File: config.mk
export PLATFORM = sky130hd
export DESIGN_NAME = vend_bus_sequencer
export DESIGN_NICKNAME = d
export VERILOG_FILES = /design/src/rtl/vend_bus_sequencer.sv
export SDC_FILE = /design/constraint.sdc
export NUM_CORES = 1
export LEC_CHECK = 0
export ABC_AREA = 1
export CAP_MARGIN = 20
export CELL_PAD_IN_SITES_DETAIL_PLACEMENT = 0
export CELL_PAD_IN_SITES_GLOBAL_PLACEMENT = 1
export CORE_ASPECT_RATIO = 1.1
export CORE_UTILIZATION = 25
export CTS_CLUSTER_DIAMETER = 60
export DETAILED_ROUTE_END_ITERATION = 10
export DONT_BUFFER_PORTS = 1
export GPL_TIMING_DRIVEN = 1
export HOLD_SLACK_MARGIN = 0.08
export MAX_ROUTING_LAYER = met4
export PLACE_DENSITY = 0.5
export SYNTH_ARGS = -nofsm -noshare
export SYNTH_HDL_FRONTEND = slang
export SYNTH_SLANG_ARGS = --single-unit
File: constraint.sdc
create_clock -name clk -period 2.3 [get_ports clk]
set_clock_uncertainty 0.2 [all_clocks]
set_input_delay 0.23 -clock clk [delete_from_list [all_inputs] [get_ports clk]]
set_output_delay 0.23 -clock clk [all_outputs]
set_load 0.01 [all_outputs]
File: src/rtl/vend_bus_sequencer.sv
// Avalon-MM write master for the vending register slave: expands queued panel events
// into assert/hold/clear write sequences and round-robins the port with a host writer.
module vend_bus_sequencer #(
  parameter int HOLD_CYC   = 4,
  parameter int FIFO_DEPTH = 4
) (
  input  logic       clk,
  input  logic       reset_n,
  input  logic       ev_valid,
  input  logic [2:0] ev_code,
  input  logic [2:0] ev_arg,
  output logic       ev_ready,
  input  logic       host_req,
  input  logic [3:0] host_addr,
  input  logic [7:0] host_wdata,
  output logic       host_gnt,
  output logic       av_chipselect,
  output logic       av_write,
  output logic [3:0] av_address,
  output logic [7:0] av_writedata,
  output logic       busy,
  output logic [2:0] ev_count,
  output logic       err_illegal
);
  // state    | meaning
  // IDLE     | arbitrate between queue head and host request
  // HOST     | host write on the bus, host_gnt high
  // ASSERT   | event register written with its asserted value
  // HOLD     | pulse register held, hold counter running down
  // DEASSERT | pulse register written back to 0
  typedef enum logic [2:0] {IDLE, HOST, ASSERT, HOLD, DEASSERT} state_t;

  localparam int PTR_W = $clog2(FIFO_DEPTH);
  localparam int CNT_W = PTR_W + 1;

  logic [5:0]       mem [FIFO_DEPTH];
  logic [PTR_W-1:0] wr_ptr, rd_ptr;
  logic [CNT_W-1:0] count;
  logic             push, pop;

  state_t     state, state_d;
  logic [3:0] cnt, cnt_d;
  logic [3:0] seq_addr, seq_addr_d;
  logic       seq_level, seq_level_d;
  logic       last_host, last_host_d;
  logic       wr_d, gnt_d, err_d;
  logic [3:0] addr_d;
  logic [7:0] data_d;

  logic [2:0] head_code, head_arg;
  logic       dec_legal, dec_level;
  logic [3:0] dec_addr;
  logic [7:0] dec_data;

  assign ev_ready  = (count != CNT_W'(FIFO_DEPTH));
  assign push      = ev_valid & ev_ready;
  assign ev_count  = 3'(count);
  assign busy      = (state != IDLE) || (count != '0);
  assign head_code = mem[rd_ptr][5:3];
  assign head_arg  = mem[rd_ptr][2:0];

  always_ff @(posedge clk) begin
    if (push) mem[wr_ptr] <= {ev_code, ev_arg};
  end

  always_ff @(posedge clk or negedge reset_n) begin
    if (!reset_n) begin
      wr_ptr <= '0;
      rd_ptr <= '0;
      count  <= '0;
    end else begin
      if (push) wr_ptr <= wr_ptr + 1'b1;
      if (pop)  rd_ptr <= rd_ptr + 1'b1;
      case ({push, pop})
        2'b10:   count <= count + 1'b1;
        2'b01:   count <= count - 1'b1;
        default: count <= count;
      endcase
    end
  end

  always_comb begin
    dec_legal = 1'b1;
    dec_level = 1'b0;
    dec_addr  = 4'd0;
    dec_data  = 8'd0;
    case (head_code)
      3'd0: begin
        dec_level = 1'b1;
        dec_data  = {5'b0, head_arg};
        dec_legal = (head_arg == 3'b001) || (head_arg == 3'b010) || (head_arg == 3'b100);
      end
      3'd1: begin
        dec_addr  = 4'd1;
        dec_data  = {5'b0, head_arg};
        dec_legal = (head_arg == 3'b001) || (head_arg == 3'b010) || (head_arg == 3'b100);
      end
      3'd2: begin dec_addr = 4'd2; dec_data = 8'd1; end
      3'd3: begin dec_addr = 4'd3; dec_data = 8'd1; end
      3'd4: begin dec_addr = 4'd4; dec_data = 8'd1; end
      3'd5: dec_level = 1'b1;
      default: dec_legal = 1'b0;
    endcase
  end

  // Bus outputs are computed for the next state and registered, so a write
  // appears in the same cycle the FSM occupies its write state.
  always_comb begin
    state_d     = state;
    cnt_d       = cnt;
    seq_addr_d  = seq_addr;
    seq_level_d = seq_level;
    last_host_d = last_host;
    pop         = 1'b0;
    wr_d        = 1'b0;
    gnt_d       = 1'b0;
    err_d       = 1'b0;
    addr_d      = 4'd0;
    data_d      = 8'd0;
    case (state)
      IDLE: begin
        if ((count != '0) && (!host_req || last_host)) begin
          pop         = 1'b1;
          last_host_d = 1'b0;
          if (dec_legal) begin
            state_d     = ASSERT;
            wr_d        = 1'b1;
            addr_d      = dec_addr;
            data_d      = dec_data;
            seq_addr_d  = dec_addr;
            seq_level_d = dec_level;
            cnt_d       = 4'(HOLD_CYC);
          end else begin
            err_d = 1'b1;
          end
        end else if (host_req) begin
          state_d     = HOST;
          last_host_d = 1'b1;
          wr_d        = 1'b1;
          gnt_d       = 1'b1;
          addr_d      = host_addr;
          data_d      = host_wdata;
        end
      end
      HOST:     state_d = IDLE;
      ASSERT:   state_d = seq_level ? IDLE : HOLD;
      HOLD: begin
        if (cnt == 4'd1) begin
          state_d = DEASSERT;
          wr_d    = 1'b1;
          addr_d  = seq_addr;
        end else begin
          cnt_d = cnt - 4'd1;
        end
      end
      DEASSERT: state_d = IDLE;
      default:  state_d = IDLE;
    endcase
  end

  always_ff @(posedge clk or negedge reset_n) begin
    if (!reset_n) begin
      state         <= IDLE;
      cnt           <= 4'd0;
      seq_addr      <= 4'd0;
      seq_level     <= 1'b0;
      last_host     <= 1'b1;
      av_write      <= 1'b0;
      av_chipselect <= 1'b0;
      av_address    <= 4'd0;
      av_writedata  <= 8'd0;
      host_gnt      <= 1'b0;
      err_illegal   <= 1'b0;
    end else begin
      state         <= state_d;
      cnt           <= cnt_d;
      seq_addr      <= seq_addr_d;
      seq_level     <= seq_level_d;
      last_host     <= last_host_d;
      av_write      <= wr_d;
      av_chipselect <= wr_d;
      av_address    <= addr_d;
      av_writedata  <= data_d;
      host_gnt      <= gnt_d;
      err_illegal   <= err_d;
    end
  end
endmodule

Word level (Yosys, flattened, before mapping)
Memory sizes are Yosys's and may differ from the RTL's.
Cells that the tools add are included.
{"block": "word_totals", "ff_bits": 35, "ram_bits": 24, "input_bits": 22, "output_inout_bits": 21, "wordCells": 101, "memories": 1}
{"block": "op_classes", "n_addsub": 5, "eq_ne": 20, "n_mux": 40, "n_bitwise": 1, "reduce_logical": 21}
{"memory": "mem", "words": 4, "word_bits": 6, "rd": 1, "rd_clocked_by_memory_dff": 0, "write_ports": 1, "line": "36", "rtl": "logic [5:0] mem [FIFO_DEPTH];"}
{"cell": "2-to-1 mux 8 bit", "n": 4}
{"cell": "2-to-1 mux 4 bit", "n": 7}
{"cell": "2-to-1 mux 1 bit", "n": 16}
{"cell": "case mux 4 bit (2 select lines)", "n": 2}
{"cell": "equality test 3 x 2 -> 1 bit (second input constant)", "n": 5}
{"cell": "2-to-1 mux 3 bit", "n": 4}
{"cell": "case mux 3 bit (2 select lines)", "n": 2}
{"cell": "case mux 3 bit (4 select lines)", "n": 1}
{"cell": "equality test 3 bit (second input constant)", "n": 3}
{"cell": "inequality test 3 bit (second input constant)", "n": 3}
{"cell": "case mux 3 bit (3 select lines)", "n": 1}
{"cell": "inequality test 2 bit (second input constant)", "n": 4}
{"cell": "equality test 3 x 1 -> 1 bit (second input constant)", "n": 2}
{"cell": "logical NOT 3 bit", "n": 2}
{"cell": "AND reduction 3 bit", "n": 2}
{"cell": "nonzero test 2 bit", "n": 3}
{"cell": "nonzero test 3 bit", "n": 2}
{"cell": "adder 2 x 1 -> 2 bit (second input constant)", "n": 2}
{"cell": "equality test 4 x 1 -> 1 bit (second input constant)", "n": 1}
{"cell": "logical OR 1 bit", "n": 4}
{"cell": "case mux 1 bit (2 select lines)", "n": 2}
{"cell": "AND reduction 4 bit", "n": 1}
{"cell": "OR reduction 2 bit", "n": 2}
{"cell": "OR reduction 4 bit", "n": 1}
{"cell": "11 further kinds", "n": 11}

Longest topological paths before layout
An unclocked memory read counts as a cell.
{"block": "logic_depth", "word_depth": 8, "mapped_depth": 14, "ltp_nobuf": 13}

Least setup slack after synthesis
Ideal clock, no wire load.
{"block": "synth_timing", "kind": "reg2reg", "from": "register last_host", "to": "register count[2], in the netlist ev_count[2]", "setup_ps": 127, "arrival_time_ps": 2002, "required_time_ps": 1973, "path_slack_ps": -29, "stages_incl_launch_ff": 11, "path_buffers": 0, "period_less_slack_ps": 2329, "path_cell_list": "dfstp_2 > inv_1 > a21oi_2 > nand2_1 > clkinv_1 > ha_1 > inv_1 > fa_1 > a21oi_1 > o21ai_0 > xnor2_1"}
{"block": "synth_via", "elab_chain_cells": 6, "elab_cells_between_ends": 8, "classes_between": "eq/ne (2); mux (3); reduce/logical (3)"}
{"element": "from (decl)", "line": "45", "rtl": "logic last_host, last_host_d;"}
{"element": "from (signal assigned)", "line": "179", "rtl": "last_host <= last_host_d;"}
{"element": "logical OR 1 bit (*)", "line": "122", "rtl": "if ((count != '0) && (!host_req || last_host)) begin"}
{"element": "logical AND 1 bit (*)", "line": "122"}
{"element": "2-to-1 mux 1 bit (*)", "line": "122"}
{"element": "2-to-1 mux 1 bit (*)", "line": "120", "rtl": "case (state)"}
{"element": "named net pop", "line": "39", "rtl": "logic push, pop;"}
{"element": "equality test 2 x 1 -> 1 bit or equality test 2 bit (tied branches)", "line": "74", "rtl": "case ({push, pop})"}
{"element": "case mux 3 bit (2 select lines) or nonzero test 2 bit (tied branches)"}
{"element": "to (signal assigned)", "line": "75", "rtl": "2'b10: count <= count + 1'b1;"}
{"element": "to (signal assigned)", "line": "76", "rtl": "2'b01: count <= count - 1'b1;"}
{"element": "to (signal assigned)", "line": "77", "rtl": "default: count <= count;"}
{"element": "to (decl)", "line": "38", "rtl": "logic [CNT_W-1:0] count;"}
Mark *: on every way through the listed nets, which the timed path passes. The rest lies on a longest branch.
A chain may end at the register's enable or synchronous reset.

Worst setup path in the final report
{"block": "layout_timing", "from": "input host_req", "to": "register count[2], in the netlist ev_count[2]"}
{"block": "layout_via", "elab_chain_cells": 7, "elab_cells_between_ends": 9, "classes_between": "eq/ne (2); mux (3); reduce/logical (4)"}
{"element": "from (decl)", "line": "13", "rtl": "input logic host_req,"}
{"element": "logical NOT 1 bit (*)", "line": "122"}
{"element": "logical OR 1 bit (*)", "line": "122"}
{"element": "logical AND 1 bit (*)", "line": "122"}
{"element": "2-to-1 mux 1 bit (*)", "line": "122"}
{"element": "2-to-1 mux 1 bit (*)", "line": "120"}
{"element": "named net pop", "line": "39"}
{"element": "equality test 2 x 1 -> 1 bit or equality test 2 bit (tied branches)", "line": "74"}
{"element": "case mux 3 bit (2 select lines) or nonzero test 2 bit (tied branches)"}
Marks and branches as above.

==> results.toml <==
[finish]
area_delta_synth_final_pct = 25.8
final_layout_size_suffix_gt1_frac = 0.168
finalNetCount = 334
diodes = 0
final_util = 0.330
final_cells = 449

[pwr]
p_per_area_nw_per_um2 = 1290
power.leakage_nw = 1.53
finalPower_w = 0.00428
peakVddDrop_v = 0.000381

[routing]
drt_iter0_markers = 37
dr.pass1.iters = 4
viasPerCell = 4.07
drcViolationCount = 0
via_count = 1829
routed_wl_mm = 5.63
antenna_left = 0
wl_per_cell_um = 12.5

[die]
die-area_um2 = 10900
core_um2 = 10000
die_h_um = 110
fp.dieW_um = 99.8
initial_core_util = 0.262
num_rows = 38
ios = 43

[global_routing]
grt_max_degree = 35
antenna_found_initial = 0
grt_pass1_vias = 1826
grt.total_usage = 0.117
grt-ovfl-total = 0
grt_pass1_wl_mm = 8.96

[critical_path]
critical_path.endpoint_type = "register"
timing.rr.start = "last_host$_DFFE_PN1P_"
start_kind = "primary input"
rrSetupSlack_ps = 150
worstPathArrival_ps = 2210
crit_fanout = 6
critPathRequiredTime_ps = 2350
critPathMaxStageDelay_ps = 660
path_class = "in -> reg"
cp_cell_sequence = "dlygate4sd3_1 > a21oi_4 > nand2_2 > clkinv_1 > ha_1 > inv_1 > fa_1 > a21oi_1 > o21ai_1 > xnor2_1"
crit_slowest_cell = "dlygate4sd3_1"
rr_endpoint = "ev_count[2]$_DFFE_PN0P_"
r2r_cells = 10

[clocking]
post_cts_buffers = 0
clk_pin_slew_worst_paths_ps = 60
clock_path_buffers = 2
cts_tree = "done"
clk_latency_ps = 330
cts-root-buf = "clkbuf_8"
clkSinkCount = 58
cts_buffers = 9
ctsHtreeMaxLevel = 3

[placement]
detailed_place_hpwl_mm = 4.05
routabilityCongestion = 0.725
placed_cells = 411
pre_cts_ws_ps = 140
io_buffers = 0

[synth]
synth-seq-cells = 58
yosysTopAreaCell = "dfrtp_1"
synth_area_um2 = 2630
avgSynthCellArea_um2 = 10.1
synth_nets = 291
synth_warnings = 0
netlist.area_leader.share = 0.314
ys_seq_area_frac = 0.597
ys_types = 34
ys_top_cells_by_area = "dfrtp_1, edfxtp_1, nand2_1"
syn_inst = 261

[sta]
hold_violations = 0
tightest_slew_ps = 346
maxClockFrequency_mhz = 463
fin_crit_sh = 0.940
slew_violations = 0
slew_headroom = 0.768
setup_viol = 0
min_period_ps = 2160
layout_setup_ws_ps = 138
grt_setup_unrepaired = "yes"

[outcome]
status = "finished clean"

[hold_path]
min_path_type = "in -> async"

[job]
maxCapViolations = 0
-- sequential cells by signal, indices dropped and copies added (netlist names) --
register	cells
mem	24
av_writedata	8
av_address	4
cnt	4
ev_count	3
seq_addr	3
state	3
rd_ptr	2
wr_ptr	2
av_write	1
err_illegal	1
host_gnt	1
last_host	1
seq_level	1
-- timing repair --
action / in CTS / in global routing
resized for setup: 0 / 3
endpoints found under the hold margin: 77 / 0
hold buffers: 22 / 0
setup endpoints to repair: 0 / 2
-- cell type report --
type	instances	area [um^2]
Fill cell	1048	6720
Sequential cell	58	1570
Multi-Input combinational cell	157	881
Timing Repair Buffer	36	335
Tap cell	140	175
Inverter	42	158
Clock buffer	12	145
Clock inverter	4	42.5
-- power breakdown --
part	internal, W	switching [W]	total [W]	leakage (nW)
Combinational	0.000653	0.00110	0.00176	0.783
Clock	0.000521	0.000378	0.000900	0.0954
Sequential	0.00141	0.000216	0.00162	0.657
Total	0.00258	0.00170	0.00428	1.53
-- routing by layer --
| metal | routed length (um) | track usage | share of wire |
|---|---|---|---|
| met1 | 2540 | 0.134 | 0.45 |
| met2 | 2830 | 0.188 | 0.50 |
| met3 | 157 | 0.0305 | 0.028 |
| met4 | 93 | 0.0630 | 0.017 |
| met5 | 0 | - | 0 |
-- Yosys cell counts, drive strengths merged --
cell	n
nand2	66
inv	41
dfrtp	33
nand3	25
edfxtp	24
nor2	19
o21ai	10
ha	7
a21oi	6
nand4	6
buf	4
nor3	3
xnor2	3
xor2	3
a211oi	2
or2	2
a22o	1
a32o	1
clkinv	1
dfstp	1
fa	1
nand3b	1
o2111ai	1
-- through the flow --
step | setup TNS (ps) | instance area (um^2) | hold WS (ps)
3_5_place_dp | 0 | 2890 | -265
6_report | 0 | 3310 | 148
2_1_floorplan | 0 | 2640 | -266
3_3_place_gp | 0 | 2890 | -265
5_1_grt | -17.4 | 3310 | 157
4_1_cts | 0 | 3310 | 143
-- worst max-delay path: cells and delay by family --
family | cells | cell delay [ps]
buffers and inverters | 3 | 800
adder cells (fa/ha/maj) | 2 | 520
AO/OA/AOI/OAI | 3 | 420
XOR/XNOR | 1 | 180
AND/OR/NAND/NOR | 1 | 70
-- placed cells by master, fill, tap and decap left out, types with 10 or more instances in the layout --
master,instances
nand2_1,57
inv_1,36
dfrtp_1,32
edfxtp_1,24
dlygate4sd3_1,21
nand3_1,20
nor2_1,19
buf_4,14
clkbuf_8,10
-- how the worst max path moves through the flow --
| stage | slack [ps] | cells after the start | end | startpoint |
|---|---|---|---|---|
| CTS | 90 | 10 | ev_count[2]$_DFFE_PN0P_ | ev_count[0]$_DFFE_PN0P_ |
| global route | -10 | 10 | ev_count[2]$_DFFE_PN0P_ | last_host$_DFFE_PN1P_ |
| global placement | 180 | 10 | ev_count[2]$_DFFE_PN0P_ | ev_count[0]$_DFFE_PN0P_ |
| finish | 140 | 10 | ev_count[2]$_DFFE_PN0P_ | host_req |
| floorplan | 20 | 10 | ev_count[2]$_DFFE_PN0P_ | last_host$_DFFE_PN1P_ |
| detailed placement | 140 | 8 | ev_count[1]$_DFFE_PN0P_ | ev_count[1]$_DFFE_PN0P_ |
-- cells by family (layout without fill, tap and decap cells) --
kind of cell / after synthesis / in the layout / share of synthesized area
XOR/XNOR: 6 / 6 / 0.0200
flip-flops: 58 / 58 / 0.597
buffers and inverters: 46 / 94 / 0.0718
AO/OA/AOI/OAI: 21 / 21 / 0.0480
adder cells (fa/ha/maj): 8 / 8 / 0.0409
AND/OR/NAND/NOR: 122 / 122 / 0.222
Note: power is estimated with default switching activity, not from simulation.
